<file path="config.mk">
export PLATFORM = sky130hd
export DESIGN_NAME = boruss_debug_trace_tx
export DESIGN_NICKNAME = d
export VERILOG_FILES = /design/src/rtl/boruss_debug_trace_tx.sv
export SDC_FILE = /design/constraint.sdc
export NUM_CORES = 1
export LEC_CHECK = 0
export CAP_MARGIN = 20
export CORE_AREA = 3 3 131 133
export CTS_BUF_LIST = sky130_fd_sc_hd__clkbuf_2
export DETAILED_ROUTE_END_ITERATION = 6
export DIE_AREA = 0 0 134 136
export PLACE_DENSITY = 0.94
export SLEW_MARGIN = 0
export SYNTH_ARGS = -nofsm -noshare
export SYNTH_HDL_FRONTEND = slang
export SYNTH_SLANG_ARGS = --single-unit
</file>
<file path="constraint.sdc">
create_clock -name clk -period 5 [get_ports clk]
set_clock_uncertainty 0.1 [all_clocks]
set_input_delay 1 -clock clk [delete_from_list [all_inputs] [get_ports clk]]
set_output_delay 1 -clock clk [all_outputs]
set_load 0.02 [all_outputs]
</file>
<file path="src/rtl/boruss_debug_trace_tx.sv">
// Debug trace transmitter: snapshots boruss_cpu state on WRITEBACK and on HALT entry,
// queues snapshots in a small FIFO and streams each one as an 8-byte UART 8N1 frame.
module boruss_debug_trace_tx #(
  parameter int CLKS_PER_BIT = 434,
  parameter int FIFO_DEPTH   = 4
) (
  input  logic       clk,
  input  logic       reset,
  input  logic       sample_en,
  input  logic [2:0] cpu_state,
  input  logic [7:0] pc,
  input  logic [7:0] reg_a,
  input  logic [7:0] reg_b,
  input  logic [7:0] reg_c,
  input  logic [7:0] reg_d,
  output logic       tx,
  output logic       busy,
  output logic [7:0] overflow_count
);

  localparam int AW = (FIFO_DEPTH > 1) ? $clog2(FIFO_DEPTH) : 1;
  localparam int CW = $clog2(CLKS_PER_BIT);
  localparam logic [2:0]    ST_WRITEBACK = 3'b011;
  localparam logic [2:0]    ST_HALT      = 3'b101;
  localparam logic [CW-1:0] BIT_LAST     = CW'(CLKS_PER_BIT - 1);
  localparam logic [AW:0]   DEPTH_CNT    = (AW+1)'(FIFO_DEPTH);

  typedef enum logic [1:0] {IDLE, START, DATA, STOP} txState_e;

  logic [47:0]   fifoMem_q [FIFO_DEPTH];
  logic [AW-1:0] wrPtr_q, rdPtr_q;
  logic [AW:0]   count_q, count_d;
  logic          haltSeen_q;
  logic [7:0]    ovf_q;

  txState_e      state_q;
  logic [CW-1:0] clkCnt_q;
  logic [2:0]    bitIdx_q;
  logic [2:0]    byteIdx_q;
  logic [47:0]   snap_q;
  logic          tx_q;
  logic          busy_q;

  logic        capture, fifoEmpty, fifoFull, bitEnd, frameEnd, pop, push, goIdle;
  logic [7:0]  curByte, chkByte;
  logic [47:0] newSnap;

  assign capture   = sample_en & ((cpu_state == ST_WRITEBACK) |
                                  ((cpu_state == ST_HALT) & ~haltSeen_q));
  assign fifoEmpty = (count_q == '0);
  assign fifoFull  = (count_q == DEPTH_CNT);
  assign bitEnd    = (clkCnt_q == BIT_LAST);
  assign frameEnd  = (state_q == STOP) & bitEnd & (byteIdx_q == 3'd7);
  // A frame ending on this edge frees a slot, so a capture into a full FIFO is still accepted.
  assign pop       = ~fifoEmpty & ((state_q == IDLE) | frameEnd);
  assign push      = capture & (~fifoFull | pop);
  assign count_d   = count_q + (AW+1)'(push) - (AW+1)'(pop);
  assign goIdle    = ((state_q == IDLE) | frameEnd) & ~pop;
  assign newSnap   = {pc, 5'b00000, cpu_state, reg_a, reg_b, reg_c, reg_d};

  always_comb begin
    chkByte = snap_q[47:40] ^ snap_q[39:32] ^ snap_q[31:24] ^
              snap_q[23:16] ^ snap_q[15:8]  ^ snap_q[7:0];
    curByte = 8'hA5;
    case (byteIdx_q)
      3'd0:    curByte = 8'hA5;
      3'd1:    curByte = snap_q[47:40];
      3'd2:    curByte = snap_q[39:32];
      3'd3:    curByte = snap_q[31:24];
      3'd4:    curByte = snap_q[23:16];
      3'd5:    curByte = snap_q[15:8];
      3'd6:    curByte = snap_q[7:0];
      default: curByte = chkByte;
    endcase
  end

  always_ff @(posedge clk) begin
    if (push) fifoMem_q[wrPtr_q] <= newSnap;
  end

  always_ff @(posedge clk or posedge reset) begin
    if (reset) begin
      wrPtr_q    <= '0;
      rdPtr_q    <= '0;
      count_q    <= '0;
      haltSeen_q <= 1'b0;
      ovf_q      <= 8'h00;
    end else begin
      if (push) wrPtr_q <= wrPtr_q + AW'(1);
      if (pop)  rdPtr_q <= rdPtr_q + AW'(1);
      count_q <= count_d;
      if (sample_en) haltSeen_q <= (cpu_state == ST_HALT);
      if (capture & ~push & (ovf_q != 8'hFF)) ovf_q <= ovf_q + 8'h01;
    end
  end

  always_ff @(posedge clk or posedge reset) begin
    if (reset) begin
      state_q   <= IDLE;
      clkCnt_q  <= '0;
      bitIdx_q  <= '0;
      byteIdx_q <= '0;
      snap_q    <= '0;
      tx_q      <= 1'b1;
      busy_q    <= 1'b0;
    end else begin
      busy_q <= ~goIdle | (count_d != '0);
      case (state_q)
        IDLE: begin
          if (pop) begin
            state_q   <= START;
            snap_q    <= fifoMem_q[rdPtr_q];
            byteIdx_q <= 3'd0;
            clkCnt_q  <= '0;
            tx_q      <= 1'b0;
          end
        end
        START: begin
          if (bitEnd) begin
            state_q  <= DATA;
            clkCnt_q <= '0;
            bitIdx_q <= 3'd0;
            tx_q     <= curByte[0];
          end else begin
            clkCnt_q <= clkCnt_q + CW'(1);
          end
        end
        DATA: begin
          if (bitEnd) begin
            clkCnt_q <= '0;
            if (bitIdx_q == 3'd7) begin
              state_q <= STOP;
              tx_q    <= 1'b1;
            end else begin
              bitIdx_q <= bitIdx_q + 3'd1;
              tx_q     <= curByte[bitIdx_q + 3'd1];
            end
          end else begin
            clkCnt_q <= clkCnt_q + CW'(1);
          end
        end
        STOP: begin
          if (bitEnd) begin
            clkCnt_q <= '0;
            if (byteIdx_q != 3'd7) begin
              state_q   <= START;
              byteIdx_q <= byteIdx_q + 3'd1;
              tx_q      <= 1'b0;
            end else if (pop) begin
              state_q   <= START;
              snap_q    <= fifoMem_q[rdPtr_q];
              byteIdx_q <= 3'd0;
              tx_q      <= 1'b0;
            end else begin
              state_q <= IDLE;
              tx_q    <= 1'b1;
            end
          end else begin
            clkCnt_q <= clkCnt_q + CW'(1);
          end
        end
        default: state_q <= IDLE;
      endcase
    end
  end

  assign tx             = tx_q;
  assign busy           = busy_q;
  assign overflow_count = ovf_q;

endmodule

</file>
* After elaboration in Yosys (flattened, before gate mapping)
Memory sizes are Yosys's and may differ from the RTL's. Cells that the tools add are included.
Word-level totals: input bits 46, memories 1, register bits 83, RAM bits 172, logic and storage cells 118
Cells by class: magnitude comparators 1, eq/ne operators 24, reduce and logical (&&, ||, !) cells 12, bitwise logic cells 24, multiplexer cells 36, add/sub/neg operators 8
Memories:
- fifoMem_q | depth 4, width 43, read ports 1, clocked after Yosys merged registers in 0, wr ports 1, RTL line 30 | logic [47:0] fifoMem_q [FIFO_DEPTH];
Operators with widths (count):
- 48-bit 2-to-1 mux | 3
- 48-bit one-hot mux with 2 select lines | 1
- 8-bit one-hot mux with 7 select lines | 1
- 8-bit XOR | 5
- 3-bit equality test (second input constant) | 7
- 3-bit 2-to-1 mux | 6
- 9-bit 2-to-1 mux | 2
- 9-bit one-hot mux with 2 select lines | 1
- 2-bit != test (second input constant) | 7
- 1-bit 2-to-1 mux | 12
- 3-bit one-hot mux with 2 select lines | 2
- 2-bit 2-to-1 mux | 5
- 9-bit by 1-bit adder with 9-bit output (second input constant) | 1
- 1-bit AND | 9
- 3-bit by 2-bit equality test with 1-bit output (second input constant) | 3
- 9-bit equality test (second input constant) | 1
- 8-bit by 1-bit adder with 8-bit output (second input constant) | 1
- 8-bit != test (second input constant) | 1
- 2-bit one-hot mux with 4 select lines | 1
- 4-bit AND reduction | 2
- 3-bit by 1-bit adder with 3-bit output (second input constant) | 2
- 3-bit zero test | 2
- 1-bit inverter | 6
- 5-bit AND reduction | 1
- 17 further kinds | 23

* Logic depth before layout (Yosys ltp)
word-level depth 11, depth in mapped cells 15, gate-level depth less buffers 14

* Least setup slack after synthesis
Ideal clock, no wire load.
path type input port to flip-flop, start point input port cpu_state[1], end point register busy_q, in the netlist busy, arrival time 3.139 ns, path slack 1.629 ns, stages on the path 13, buffers on the path 1, library setup time 0.131 ns, cells stage by stage nand2b_1 -> o21ai_0 -> nand3_1 -> nor2b_1 -> clkbuf_1 -> inv_1 -> ha_1 -> inv_1 -> ha_1 -> fa_1 -> nor2_1 -> nand2_1 -> or3_1
Between the ends: longest elaborated chain between the ends 9, elaborated cells on any way between the ends 10, classes of those cells add/sub: 2; eq/ne: 2; bitwise: 5; reduce/logical: 1
RTL lines:
- start, declared | RTL line 10 | input logic [2:0] cpu_state,
- 3-bit equality test | RTL line 49 | ((cpu_state == ST_HALT) & ~haltSeen_q));
- 1-bit AND | RTL line 49
- 1-bit OR (*) | RTL line 48 | assign capture = sample_en & ((cpu_state == ST_WRITEBACK) |
- 1-bit AND (*) | RTL line 48
- 1-bit AND (*) | RTL line 56 | assign push = capture & (~fifoFull | pop);
- 3-bit by 1-bit adder with 3-bit output (*) | RTL line 57 | assign count_d = count_q + (AW+1)'(push) - (AW+1)'(pop);
- 3-bit by 1-bit subtractor with 3-bit output (*) | RTL line 57
- net count_d[1] | RTL line 32 | logic [AW:0] count_q, count_d;
- 3-bit nonzero test (*) | RTL line 107 | busy_q <= ~goIdle | (count_d != '0);
- 1-bit OR (*) | RTL line 107
- end signal, assigned | RTL line 107
- end, declared | RTL line 42 | logic busy_q;
The timed path passes the listed nets; every way through them passes the cells marked *. A chain may end at the register's enable or synchronous reset.

* Final worst setup path
start point register byteIdx_q[2], end point register busy_q, in the netlist busy
Between the ends: longest elaborated chain between the ends 10, elaborated cells on any way between the ends 13, classes of those cells add/sub: 2; eq/ne: 1; bitwise: 9; reduce/logical: 1
RTL lines:
- start, declared | RTL line 39 | logic [2:0] byteIdx_q;
- start signal, assigned | RTL line 147 | byteIdx_q <= byteIdx_q + 3'd1;
- 3-bit equality test (*) | RTL line 53 | assign frameEnd = (state_q == STOP) & bitEnd & (byteIdx_q == 3'd7);
- 1-bit AND (*) | RTL line 53
- 1-bit OR (*) | RTL line 55 | assign pop = ~fifoEmpty & ((state_q == IDLE) | frameEnd);
- 1-bit AND (*) | RTL line 55
- 1-bit OR | RTL line 56
- 1-bit AND | RTL line 56
- 3-bit by 1-bit adder with 3-bit output | RTL line 57
- 3-bit by 1-bit subtractor with 3-bit output (*) | RTL line 57
- net count_d[1] | RTL line 32
- 3-bit nonzero test (*) | RTL line 107
- 1-bit OR (*) | RTL line 107
Marked as above.

==> flow_summary_export.csv <==
group,metric,value,unit
route,via_per_inst,6.10,
clocking,cts_made_buffers,58,
yosys,synth_top_area_cell,"edfxtp_1",
route,dr.pass1.iters,6,
sta,slew_headroom,49.1,%
clocking,root_buffer,"clkbuf_2",
setup_path,critical_path_required,5.56,ns
route,wl_per_cell,21.2,um
sta,rsz0062_at_grt,"false",
clocking,cts.sinks,250,
pwr,p_seq_share,60.8,%
yosys,syn_area,10600,sq um
global_route,antenna_found_initial,0,
yosys,ys_seq_elements,250,
route,vias,5994,
pwr,max-vdd-ir-drop,0.234,mV
pwr,cellLeakagePower,4.35,nW
yosys,syn_nets,687,
sta,finalHoldViolations,0,
final_layout,drive_above_1_share,26.6,%
setup_path,slowest_delay,0.68,ns
global_route,grt_pass1_wl,33.9,mm
yosys,synth_xor_area_share,4.58,%
placed_design,dp_hpwl,13.8,mm
yosys,yosys.area_share.simple,4.67,%
placed_design,io_buffers,55,
yosys,syn_inst,618,
sta,setup_tns,0,ns
route,drc_errors,0,
pwr,pwr-share-clk,32.0,%
final_layout,multi_input_area,3310,sq um
yosys,synthArstFlopShare,31.2,%
global_route,grt_max_degree,52,
setup_path,crit_slowest_cell,"dfrtp_1",
setup_path,arrival,4.24,ns
pwr,p_switching,0.000973,W
final_layout,antennaDiodeCount,0,
floorplan,die_y,136,um
yosys,yosysTopAreaCellShare,48.7,%
final_layout,fillers,945,
clocking,holdBufCountCts,0,
yosys,yosysUniqueCellTypes,61,
route,drtAntennaViolNets,0,
placed_design,routabilityCongestion,0.900,
floorplan,start_util,66.5,%
floorplan,chipWidth,134,um
sta,post-route-period-util,73.6,%
setup_path,cp-end-kind,"flip-flop",
yosys,synthAdderAreaFrac,2.78,%
clocking,h-tree-depth,2,
clocking,post_cts_buffers,0,
yosys,synth_compound_gate_area_share,4.85,%
global_route,overflow,0,
final_layout,area_delta_synth_final,12.8,%
sta,setup_violations,0,
clocking,cts_tree,"yes",
yosys,yosysWarnings,0,
setup_path,crit_path_frequent_cell,"ha_1",
yosys,synth_seq_area_share,67.1,%
outcome,status,"completed",
setup_path,reg2reg_depth,12,
pwr,pwr-share-comb,7.2,%
final_layout,stdcell_area,12000,sq um
clocking,insertion_delay,0.83,ns
floorplan,core.rowCount,46,
yosys,synth.most_common_cell,"edfxtp_1",
setup_path,critical_path_depth,12,
sta,drv_slew,0,
yosys,synth_edf_count,172,
clocking,path_clk_slew,0.12,ns
setup_path,critPathMaxFanout,14,
setup_path,crit_chain,"ha_1, a41oi_2, nand3_2, nor2b_1, inv_1, ha_1, inv_1, ha_1, fa_1, nor2_1, nand2_1, or3_1",
yosys,ys_dominant_reg_cell,"edfxtp_1",
setup_path,startpoint_type,"flip-flop",
final_layout,register_area,7120,sq um
sta,tightest_slew,0.762,ns
pwr,p_sw_share,25.1,%
floorplan,core,15900,sq um
clocking,clock_path_buffers,3,
floorplan,io_pins,56,
min_path,worstHoldPathType,"in -> async",
yosys,yosys-top-cells-count,"172 x edfxtp_1, 77 x dfrtp_1, 43 x mux4_2",
setup_path,cp.buffers_inverters,2,
global_route,gr-usage-all-layers,24.0,%
yosys,synth_top_family_by_area,"multiplexers",
setup_path,path_class,"reg -> reg",
sta,fmax,272,MHz
sta,min_period,3.68,ns
yosys,synthMuxAreaShare,14.2,%
placed_design,place_area,11400,sq um
setup_path,cp_top_family,"adder cells",
pwr,p_per_area,324,nW/um^2
global_route,first_global_vias,6431,
floorplan,die_area,18200,sq um
sta,whs,0.325,ns
route,wirelength,20.9,mm
final_layout,layout.nets,788,
pwr,internal_power,0.00290,W
run,maxCapViolCount,0,
clocking,ctsResizeCount,0,
yosys,synth_area_leaders,"edfxtp_1 49%, dfrtp_1 18%, mux4_2 9.1%",
route,drt_iter0_drc,426,
yosys,syn_avg_cell_area,17.2,sq um
pwr,power,0.00388,W
==> layout by cell type (no fill, tap or decap), types with 14 or more instances in the layout <==
master           count
edfxtp_1           172
clkbuf_2            87
dfrtp_1             76
clkdlybuf4s50_1     55
mux4_2              43
mux2_2              41
nand2_1             32
xnor2_1             26
ha_1                22
inv_1               17
o21ai_0             17
clkinv_1            17
nor2_1              16
xor2_1              14
==> registers in the layout (all words and copies together), names as in the netlist <==
| signal | count |
|---|---|
| bitIdx_q | 3 |
| busy | 1 |
| byteIdx_q | 3 |
| clkCnt_q | 9 |
| count_q | 3 |
| fifoMem_q | 172 |
| haltSeen_q | 1 |
| overflow_count | 8 |
| rdPtr_q | 2 |
| snap_q | 43 |
| state_q | 2 |
| tx | 1 |
| wrPtr_q | 2 |
==> stage by stage <==
stage	setup slack [ns]	util (%)	instances
2_1_floorplan	1.63	-	618
3_3_place_gp	0.899	71.6	874
3_5_place_dp	0.694	71.6	874
4_1_cts	1.39	74.9	982
5_1_grt	1.16	75.0	983
6_report	1.32	75.0	983
==> final cells by class <==
class                   instances  share of cell area (%)
clock buffers                  87                    3.64
clock inverters                21                   0.743
inverters                      18                   0.565
multi-input cells             325                    27.7
flip-flops and latches        250                    59.5
well taps                     216                    2.26
repair buffers                 66                    5.61
==> routing by layer <==
layer / part of all wire (%) / vias to the layer above / track usage, %
li1: - / 2639 / -
met1: 40 / 3058 / 31.2
met2: 52 / 251 / 40.6
met3: 6.1 / 46 / 5.14
met4: 2.4 / 0 / 8.63
met5: 0 / - / 0
==> cell families (layout without fill, tap and decap cells) <==
kind of cell,after synthesis,in the layout
AOI/OAI and AO/OA,70,70
muxes,91,91
xor gates and xnor gates,46,46
adders and majority gates,23,23
and+or+nand+nor,95,95
buffers and inverters,43,192
DFF,250,250
==> path summary, 6_finish.rpt <==
| kind | start | end | slack [ns] |
|---|---|---|---|
| min reg2reg | overflow_count[5] | overflow_count[5] | 0.41 |
| max in group asynchronous | reset | tx | 3.50 |
| min in group clk | overflow_count[5] | overflow_count[5] | 0.41 |
| max reg2reg | byteIdx_q[2] | busy | 1.32 |
| min | reset | clkCnt_q[7] | 0.33 |
| max | byteIdx_q[2] | busy | 1.32 |
==> power by group through the flow <==
stage	Clock, W	Combinational, W	Sequential [W]
floorplan	0	0.000137	0.00240
global placement	0	0.000251	0.00239
detailed placement	0	0.000277	0.00240
CTS	0.00127	0.000281	0.00236
global route	0.00139	0.000307	0.00237
finish	0.00124	0.000280	0.00236
Power figures use the tool's default switching activity.
